**config.mk**
```make
export PLATFORM = sky130hd
export DESIGN_NAME = instr_encoder_loader
export DESIGN_NICKNAME = d
export VERILOG_FILES = /design/src/rtl/instr_encoder_loader.sv
export SDC_FILE = /design/constraint.sdc
export NUM_CORES = 1
export LEC_CHECK = 0
export BUFFER_PORTS_ARGS = -buffer_cell sky130_fd_sc_hd__buf_2
export CORE_ASPECT_RATIO = 0.6
export CORE_MARGIN = 2
export CORE_UTILIZATION = 31
export CTS_BUF_LIST = sky130_fd_sc_hd__clkbuf_8 sky130_fd_sc_hd__clkbuf_16
export CTS_CLUSTER_SIZE = 40
export DETAILED_ROUTE_END_ITERATION = 7
export MAX_ROUTING_LAYER = met4
export PLACE_DENSITY = 0.63
export RECOVER_POWER = 100
export SYNTH_ARGS = -nofsm -noshare
export SYNTH_HDL_FRONTEND = slang
export SYNTH_SLANG_ARGS = --single-unit
```
**constraint.sdc**
```tcl
create_clock -name clk -period 5.7 [get_ports clk]
set_clock_uncertainty 0.05 [all_clocks]
set_input_delay 0.57 -clock clk [delete_from_list [all_inputs] [get_ports clk]]
set_output_delay 0.57 -clock clk [all_outputs]
set_load 0.005 [all_outputs]
```
**src/rtl/instr_encoder_loader.sv**
```systemverilog
// RV32I instruction encoder and instruction-memory loader.
// Packs decoded field bundles into 32-bit machine words and streams them to
// consecutive instruction-memory word addresses through a one-entry output
// register, tracking how many words have landed and flagging bad bundles.
module instr_encoder_loader #(
  parameter int ADDR_W    = 8,
  parameter int BASE_ADDR = 0
) (
  input  logic              clk,
  input  logic              rst_n,
  input  logic              clear,
  input  logic              in_valid,
  output logic              in_ready,
  input  logic [2:0]        kind,
  input  logic [4:0]        rd,
  input  logic [4:0]        rs1,
  input  logic [4:0]        rs2,
  input  logic [2:0]        funct3,
  input  logic [6:0]        funct7,
  input  logic [31:0]       imm,
  output logic              imem_we,
  input  logic              imem_ready,
  output logic [ADDR_W-1:0] imem_addr,
  output logic [31:0]       imem_wdata,
  output logic [ADDR_W:0]   count,
  output logic              full,
  output logic              err_illegal,
  output logic              err_align
);

  typedef enum logic [2:0] {
    K_R      = 3'd0,
    K_I      = 3'd1,
    K_LOAD   = 3'd2,
    K_STORE  = 3'd3,
    K_BRANCH = 3'd4,
    K_JAL    = 3'd5,
    K_LUI    = 3'd6,
    K_ILL    = 3'd7
  } kind_t;

  typedef enum logic {
    S_IDLE = 1'b0,
    S_PEND = 1'b1
  } state_t;

  localparam logic [6:0] OP_R      = 7'b0110011;
  localparam logic [6:0] OP_I      = 7'b0010011;
  localparam logic [6:0] OP_LOAD   = 7'b0000011;
  localparam logic [6:0] OP_STORE  = 7'b0100011;
  localparam logic [6:0] OP_BRANCH = 7'b1100011;
  localparam logic [6:0] OP_JAL    = 7'b1101111;
  localparam logic [6:0] OP_LUI    = 7'b0110111;

  localparam logic [ADDR_W:0]   DEPTH_C  = {1'b1, {ADDR_W{1'b0}}};
  localparam logic [ADDR_W:0]   DEPTH_M1 = {1'b0, {ADDR_W{1'b1}}};
  localparam logic [ADDR_W:0]   CNT_ONE  = {{ADDR_W{1'b0}}, 1'b1};
  localparam logic [ADDR_W-1:0] PTR_ONE  = {{(ADDR_W-1){1'b0}}, 1'b1};
  localparam logic [ADDR_W-1:0] BASE_C   = BASE_ADDR[ADDR_W-1:0];

  state_t             state_q, state_d;
  kind_t              kind_e;
  logic [31:0]        enc_word;
  logic [31:0]        wdata_q;
  logic [ADDR_W-1:0]  ptr_q;
  logic [ADDR_W:0]    cnt_q;
  logic               err_ill_q, err_al_q;
  logic               kind_illegal, misaligned, legal;
  logic               accept, write_done;

  assign kind_e       = kind_t'(kind);
  assign kind_illegal = (kind_e == K_ILL);
  assign misaligned   = ((kind_e == K_BRANCH) || (kind_e == K_JAL)) && imm[0];
  assign legal        = !kind_illegal && !misaligned;

  assign imem_we     = (state_q == S_PEND);
  assign full        = (cnt_q == DEPTH_C) || ((cnt_q == DEPTH_M1) && imem_we);
  assign in_ready    = !clear && !full && (!imem_we || imem_ready);
  assign accept      = in_valid && in_ready;
  assign write_done  = imem_we && imem_ready;

  assign imem_addr   = ptr_q;
  assign imem_wdata  = wdata_q;
  assign count       = cnt_q;
  assign err_illegal = err_ill_q;
  assign err_align   = err_al_q;

  // Pack the incoming field bundle into its RV32I machine-word format
  always_comb begin
    enc_word = '0;
    case (kind_e)
      K_R:      enc_word = {funct7, rs2, rs1, funct3, rd, OP_R};
      K_I:      enc_word = {imm[11:0], rs1, funct3, rd, OP_I};
      K_LOAD:   enc_word = {imm[11:0], rs1, funct3, rd, OP_LOAD};
      K_STORE:  enc_word = {imm[11:5], rs2, rs1, funct3, imm[4:0], OP_STORE};
      K_BRANCH: enc_word = {imm[12], imm[10:5], rs2, rs1, funct3, imm[4:1], imm[11], OP_BRANCH};
      K_JAL:    enc_word = {imm[20], imm[10:1], imm[11], imm[19:12], rd, OP_JAL};
      K_LUI:    enc_word = {imm[31:12], rd, OP_LUI};
      default:  enc_word = '0;
    endcase
  end

  // Output-register occupancy: a legal acceptance always (re)fills it, a completed write empties it
  always_comb begin
    state_d = state_q;
    if (clear) begin
      state_d = S_IDLE;
    end else begin
      case (state_q)
        S_IDLE: if (accept && legal) state_d = S_PEND;
        S_PEND: begin
          if (accept && legal) state_d = S_PEND;
          else if (imem_ready) state_d = S_IDLE;
        end
        default: state_d = S_IDLE;
      endcase
    end
  end

  // Occupancy state register
  always_ff @(posedge clk or negedge rst_n) begin
    if (!rst_n) state_q <= S_IDLE;
    else        state_q <= state_d;
  end

  // Write pointer, completed-word count, pending word and sticky error flags
  always_ff @(posedge clk or negedge rst_n) begin
    if (!rst_n) begin
      wdata_q   <= '0;
      ptr_q     <= BASE_C;
      cnt_q     <= '0;
      err_ill_q <= 1'b0;
      err_al_q  <= 1'b0;
    end else if (clear) begin
      wdata_q   <= '0;
      ptr_q     <= BASE_C;
      cnt_q     <= '0;
      err_ill_q <= 1'b0;
      err_al_q  <= 1'b0;
    end else begin
      if (write_done) begin
        cnt_q <= cnt_q + CNT_ONE;
        ptr_q <= ptr_q + PTR_ONE;
      end
      if (accept) begin
        if (legal)        wdata_q   <= enc_word;
        if (kind_illegal) err_ill_q <= 1'b1;
        if (misaligned)   err_al_q  <= 1'b1;
      end
    end
  end

endmodule

```
# Yosys cells after proc, flatten, opt, wreduce, memory -nomap -nowiden
# Index checks and enable logic that the tools add are counted.
# totals
inputBits	65
regBits	52
output_inout_bits	54
# classes
n_reduce_logical	25
eq_ne	9
bitwise_logic	1
muxes	19
add_sub_neg	2
# ops
operator	n
$pmux 32 s7	1
$mux 32	3
$mux 9	2
$mux 8	2
$eq 3x3->1 const B	4
$mux 1	10
$reduce_bool 2->1	5
$add 9x1->9 const B	1
$eq 9x8->1 const B	1
$eq 9x9->1 const B	1
$add 8x1->8 const B	1
$logic_and 1x1->1	8
$eq 3x2->1 const B	2
$reduce_and 2->1	3
$logic_not 1->1	5
$eq 3x1->1 const B	1
$logic_not 3->1	1
$logic_or 1x1->1	3
$pmux 1 s2	1
$not 1->1	1

# Logic depth before layout (Yosys ltp)
# Gate-level depths: netlist of the first run.
# logic_depth
depth_word	11
depth_mapped	8
mapped_depth_nobuf	7

# Worst setup path before layout of the first run
# OpenSTA, ideal clock, no wires.
# synth_timing
path_kind	flip-flop to flip-flop
start	reg cnt_q[2] (netlist: count[2])
end	reg wdata_q[12] (netlist: imem_wdata[12])
setup_slack_ns	3.436
arrival_ns	2.086
period_less_slack_ns	2.264
stages_incl_launch_ff	9
path_cell_list	dfrtp_1 and4_1 and4_1 ha_1 nand2b_1 a21oi_1 nand4_2 buf_6 mux2_1
# synth_between
elab_chain_len	9
elab_cells_between_ends	10
cone_classes	eq/ne (2); reduce/logical (8)
# synth_rtl
item	line_no	source
start: declaration	66	logic [ADDR_W:0] cnt_q;
start signal: assignment	142	cnt_q <= cnt_q + CNT_ONE;
$eq 9x8->1	77	assign full = (cnt_q == DEPTH_C) || ((cnt_q == DEPTH_M1) && imem_we);
$logic_and 1x1->1	77	
$logic_or 1x1->1 *	77	
$logic_not 1->1 *	78	assign in_ready = !clear && !full && (!imem_we || imem_ready);
$logic_and 1x1->1 * (2 in a row)	78	
$logic_and 1x1->1 *	79	assign accept = in_valid && in_ready;
$reduce_bool 2->1 (no source line) *	-	
$reduce_and 2->1 (no source line) *	-	
end signal: assignment	146	if (legal) wdata_q <= enc_word;
end: declaration	64	logic [31:0] wdata_q;
# Mark *: on every way between the ends. The rest lies on a longest branch, timed or not.
# A chain may end at the register's enable or synchronous reset.

# Final worst setup path of the first run
# layout_timing
start	in clear
end	reg wdata_q[24] (netlist: imem_wdata[24])
# layout_between
elab_chain_len	6
elab_cells_between_ends	8
cone_classes	mux (1); reduce/logical (7)
# layout_rtl
item	line_no	source
start: declaration	11	input logic clear,
$logic_not 1->1	78	
$logic_and 1x1->1 (2 in a row)	78	
$logic_and 1x1->1	79	
$reduce_bool 2->1 (no source line)	-	
$reduce_and 2->1 (no source line)	-	
# Several ways; a longest one is shown, not always the timed one.

==> flow_summary.ini, run 1 <==
[outcome]
status = complete, but fails checks
violations = max-capacitance violations, max-slew violations

[logic_synthesis]
synth_top_area_share_pct = 39.11
synth_top_area_cell = dfrtp_1
synthTopCellsByArea = dfrtp_1 39%, mux2i_1 8.9%, nand2b_1 7.3%, mux2_2 5.5%, nor2b_1 3.8%
synth_area_per_cell_sq_um = 9.829
synthCells = 332
synth_edf_count = 0
syn-num-nets = 401
yosysWarnings = 0
synth.ff_latch_count = 51
synth_cell_types = 39
ys.flop_type = dfrtp_1
syn_area_sq_um = 3263
yosysSeqAreaShare_pct = 39.11
async_reset_ff_share_pct = 100.0

[routing]
drc = 0
dr_wl_met2_um = 3904
drt-met1-wl_um = 4556
ant_nets = 0
wl_met3_um = 439
routed_wl_um = 8995
viasPerCell = 4.984
highest_layer = met4
avgRoutedWirePerCell_um = 15.84
detail_route.iter0.violations = 144
vias = 2831
first_pass_iters = 4

[cells_and_area]
drive_gt1_share_pct = 28.18
fillers = 1003
n_antenna_cell = 0
mostFrequentLayoutCells = 92 x buf_2, 51 x dfrtp_1, 38 x nand2b_1
syn_to_final_growth_pct = 23.12
final_common_cell = buf_2
fin_nets = 501

[cts]
clk_latency_ns = 0.28
cts_setup_buffers = 0
clk_pin_slew_ns = 0.07
cts_root_buf = clkbuf_16
clock-sinks = 51
h-tree-depth = 2
cts_buffer_depth = 2
numCtsBuffers = 5
hold_buffers = 0
cts_repair_resize_count = 0
cts_tree = yes

[pwr]
vdd_drop_max_mv = 0.1191
p_per_area_nw_per_um2 = 220.3
power.switching_w = 0.0002351
clock_power_share_pct = 35.9
swShare_pct = 26.57
p_int_w = 0.0006497
power_frac_seq_pct = 44.7
power_leakage_nw = 1.980
p_comb_share_pct = 19.4

[floorplanning]
fp.dieW_um = 136.5
ios = 119
core_area_sq_um = 10050
rows = 28
die_y_um = 83.47
start_util_pct = 32.45
die-area_sq_um = 11390

[global_route]
antenna_found_initial = 0
grt_remaining_overflow = 0
grt_pass1_wl_um = 14610
grt_pass1_vias = 2786
gr-usage-all-layers_pct = 16.40
grt_max_degree = 53

[sta]
rsz0062_at_grt = no
max_slew_margin_pct = -88.49
fin_crit_ns = 3.857
period_share_pct = 67.66
hold_viol = 0
tightest_slew_ns = 2.827
tns_ns = 0
final_max_slew_viol_count = 105
hold_slack_ns = 0.4742
fmax_mhz = 259.3
setup_viol = 0

[place]
place_congestion = 0.8276
post-dp-hpwl_um = 6549
numPortBuffers = 118

[setup_path]
critical_path_class = in2reg
crit_chain = clkbuf_1 -> a21oi_1 -> nand4_1 -> buf_4 -> mux2_2
max_stage_delay_ns = 1.43
critPathMaxFanout = 52
worstPathArrival_ns = 3.98
cp_slowest_cell = clkbuf_1
worst_setup_path_start_kind = input pin
required_ns = 5.82
cp-end-kind = flip-flop

[min_path]
hp-class = reg2reg

[flow_run]
maxCapViolCount = 2
## logic make-up (layout without fill, tap and decap cells)
kind of cell	count (synthesis)	in the layout	synth area share (%)
muxes	51	51	17.98
AOI/OAI and AO/OA	46	46	9.739
DFF	51	51	39.11
xor gates and xnor gates	14	14	3.758
and+or+nand+nor	134	134	23.08
adders and majority gates	4	4	1.534
buffers and inverters	32	133	4.793
## stage by stage
stage / worst slack [ns] / cells / util, % / cell area, sq um / power, W
finish: 1.843 / 568 / 39.96 / 4018 / 0.0008849
global route: 1.481 / 568 / 39.96 / 4018 / 0.0009404
CTS: 2.560 / 568 / 40.38 / 4060 / 0.0009022
detailed placement: 2.532 / 560 / 38.79 / 3900 / 0.0005773
global placement: 2.579 / 560 / 38.79 / 3900 / 0.0005721
floorplan: 3.436 / 332 / - / 3263 / 0.0005013
## critical path, delay by kind of cell
family / cells / cell delay [ns]
compound gates: 1 / 0.24
mux: 1 / 0.37
buf+inv: 2 / 1.86
simple gates: 1 / 0.91
## cell usage after synthesis (all sizes together), types with 2 or more instances
master,number
a21oi,12
a22oi,6
a2bb2oi,6
a311oi,7
a41oi,2
and2,3
and3,3
and4,3
buf,15
clkbuf,12
dfrtp,51
ha,4
inv,5
mux2,18
mux2i,29
mux4,4
nand2,12
nand2b,38
nand3,14
nand3b,5
nand4,7
nor2,25
nor2b,20
nor4b,2
o21ai,7
o21bai,2
xnor2,2
xor2,12
## worst paths after layout
kind	to	startpoint	cells after the start	slack, ns
hold reg to reg	err_align$_DFFE_PN0P_	err_align$_DFFE_PN0P_	2	0.47
hold / removal	err_align$_DFFE_PN0P_	err_align$_DFFE_PN0P_	2	0.47
min in group asynchronous	imem_wdata[19]$_DFFE_PN0P_	rst_n	2	1.23
max in group asynchronous	imem_addr[2]$_DFFE_PN0P_	rst_n	2	2.76
setup / recovery	imem_wdata[24]$_DFFE_PN0P_	clear	5	1.84
setup reg to reg	imem_wdata[12]$_DFFE_PN0P_	count[2]$_DFFE_PN0P_	8	2.17
## layer usage
metal | up-vias | GRT usage, %
met1 | 1390 | 24.23
li1 | 1369 | -
met3 | 6 | 3.036
met2 | 66 | 23.25
met5 | - | -
met4 | 0 | 3.409
## state kept, by name (all words and copies together) (netlist names)
| signal | flops |
|---|---|
| imem_we | 1 |
| err_illegal | 1 |
| err_align | 1 |
| count | 9 |
| imem_wdata | 31 |
| imem_addr | 8 |
## layout make-up
class | count | area [sq um] | share of cell area, %
clock inverters | 1 | 7.507 | 0.1869
multi-input cells | 249 | 1824 | 45.41
well taps | 135 | 168.9 | 4.204
clock buffers | 7 | 152.6 | 3.799
flip-flops and latches | 51 | 1276 | 31.77
inverters | 5 | 18.77 | 0.4671
repair buffers | 120 | 569.3 | 14.17
## power by group through the flow
| stage | logic (W) | registers (W) | clock network (W) |
|---|---|---|---|
| floorplan | 0.0000999 | 0.000401 | 0 |
| global placement | 0.000170 | 0.000402 | 0 |
| detailed placement | 0.000175 | 0.000402 | 0 |
| CTS | 0.000176 | 0.000395 | 0.000331 |
| global route | 0.000191 | 0.000398 | 0.000352 |
| finish | 0.000171 | 0.000396 | 0.000318 |
Note: power is estimated with default switching activity, not from simulation.
==> run 2: changes to the inputs <==
Clock period 5.7 ns to 4.05 ns, I/O delays scaled along.
==> run 2 against run 1 <==
The flow now finishes without violations. Sequential power grew 40%. Die area unchanged. Power rose by 37%. Sequential cell count is the same. Sequential share of layout area about the same. Global-route usage up 0.42 points. Register-to-register slack worse by 1.3 ns. Utilization about the same. Worst hold slack worse by 0.29 ns.
==> flow_summary.ini, run 2 (same netlist as run 1, synthesis figures left out) <==
[floorplanning]
die-area_sq_um = 11390
rows = 28
die_y_um = 83.47
core_area_sq_um = 10050
start_util_pct = 32.45
ios = 119
fp.dieW_um = 136.5

[setup_path]
r2r-end = imem_wdata[23]$_DFFE_PN0P_
crit_path_end = imem_wdata[23]$_DFFE_PN0P_
critical_path_class = reg2reg
r2r_slack_ns = 0.90
cp-end-kind = flip-flop
worstSetupStartpoint = count[0]$_DFFE_PN0P_
worst_setup_path_start_kind = flip-flop
reg2reg_from = count[0]$_DFFE_PN0P_
required_ns = 4.18
worstPathArrival_ns = 3.28
critPathMaxFanout = 13
reg2reg_depth = 8

[global_route]
grt_remaining_overflow = 0
gr-usage-all-layers_pct = 16.82
antenna_found_initial = 0
grt_pass1_wl_um = 14730
grt_pass1_vias = 2869
grt_max_degree = 52

[cts]
clock-sinks = 51
cts_setup_buffers = 0
clk_latency_ns = 0.29
numCtsBuffers = 5
h-tree-depth = 2
clk_pin_slew_ns = 0.07
hold_buffers = 0
cts_buffer_depth = 2
cts_repair_resize_count = 0
cts_root_buf = clkbuf_16
cts_tree = yes

[routing]
vias = 2804
drc = 0
detail_route.iter0.violations = 133
viasPerCell = 4.911
avgRoutedWirePerCell_um = 15.82
first_pass_iters = 4
routed_wl_um = 9032
ant_nets = 0

[cells_and_area]
n_antenna_cell = 0
final_common_cell = buf_2
largest_register_ffs = 31
syn_to_final_growth_pct = 23.08
fin_area_sq_um = 4016
fin_nets = 504
drive_gt1_share_pct = 27.98
mostFrequentLayoutCells = 91 x buf_2, 51 x dfrtp_1, 38 x nand2b_1

[sta]
fin_crit_ns = 3.145
rsz0062_at_grt = no
hold_viol = 0
tightest_slew_ns = 1.208
fmax_mhz = 317.9
period_share_pct = 77.66
final_max_slew_viol_count = 0
setup_viol = 0
tns_ns = 0
max_slew_margin_pct = 19.31
hold_slack_ns = 0.1872

[place]
post-dp-hpwl_um = 6539
place_congestion = 0.8613
numPortBuffers = 118
placed_cell_area_sq_um = 3923

[pwr]
p_per_area_nw_per_um2 = 302.8
vdd_drop_max_mv = 0.1602
power_leakage_nw = 1.980

[flow_run]
maxCapViolCount = 0

[min_path]
hp-class = in2async

[outcome]
status = complete, no violations
## run 2: changes by cell type in the layout (fill, tap and decap cells not counted), sizes merged
cell and delta:
buf +4, clkbuf -3, clkinv +1, inv +1
## run 2: how the worst min path moves through the flow
stage,startpoint,end,slack [ns],cells after the start
final,rst_n,imem_wdata[25]$_DFFE_PN0P_,0.19,2
after global routing,rst_n,imem_wdata[27]$_DFFE_PN0P_,0.26,2
after CTS,rst_n,imem_wdata[23]$_DFFE_PN0P_,0.21,2
after detailed placement,err_illegal$_DFFE_PN0P_,err_illegal$_DFFE_PN0P_,0.48,2
after global placement,imem_addr[7]$_DFFE_PN0P_,imem_addr[7]$_DFFE_PN0P_,0.47,2
after floorplan,rst_n,count[0]$_DFFE_PN0P_,0.06,0
## run 2: final cells by class
type / instances / area [sq um]
Clock buffer: 5 / 125.1
Clock inverter: 3 / 16.27
Fill cell: 1044 / 6038
Inverter: 5 / 18.77
Multi-Input combinational cell: 249 / 1824
Sequential cell: 51 / 1276
Tap cell: 135 / 168.9
Timing Repair Buffer: 123 / 586.8
## run 2: worst max-delay path, stage by stage, from the launching register on
cell and delay [ns]:
dfrtp_1 0.44, ha_1 0.29, and4_1 0.22, ha_1 0.19, nand2b_1 0.14, a21oi_1 0.25, nand4_1 0.48, clkbuf_1 0.55
mux2_2 0.41
## run 2: report_power, final
part | switching, W | leakage [nW] | internal, W | total, W
registers | 0.0000193 | 0.696 | 0.000537 | 0.000556
logic | 0.000125 | 1.21 | 0.000115 | 0.000240
clock network | 0.000194 | 0.0710 | 0.000226 | 0.000420
## run 2: stage by stage
step	power, W	setup WS, ns	std cells	util (%)
global route	0.001285	0.6802	571	39.95
floorplan	0.0007055	1.786	332	-
global placement	0.0008075	1.430	563	39.01
CTS	0.001239	1.327	571	40.42
detailed placement	0.0008141	1.342	563	39.01
finish	0.001216	0.9048	571	39.95
## run 2: per-layer routing
metal  vias to the layer above  track usage, %  wire (um)  share of wire, %
met5                         -               -          0                 0
met4                         0           4.072         72              0.80
met3                         5           3.036        398               4.4
met2                        67           26.82       4118                46
met1                      1358           22.23       4443                49
li1                       1374               -          -                 -
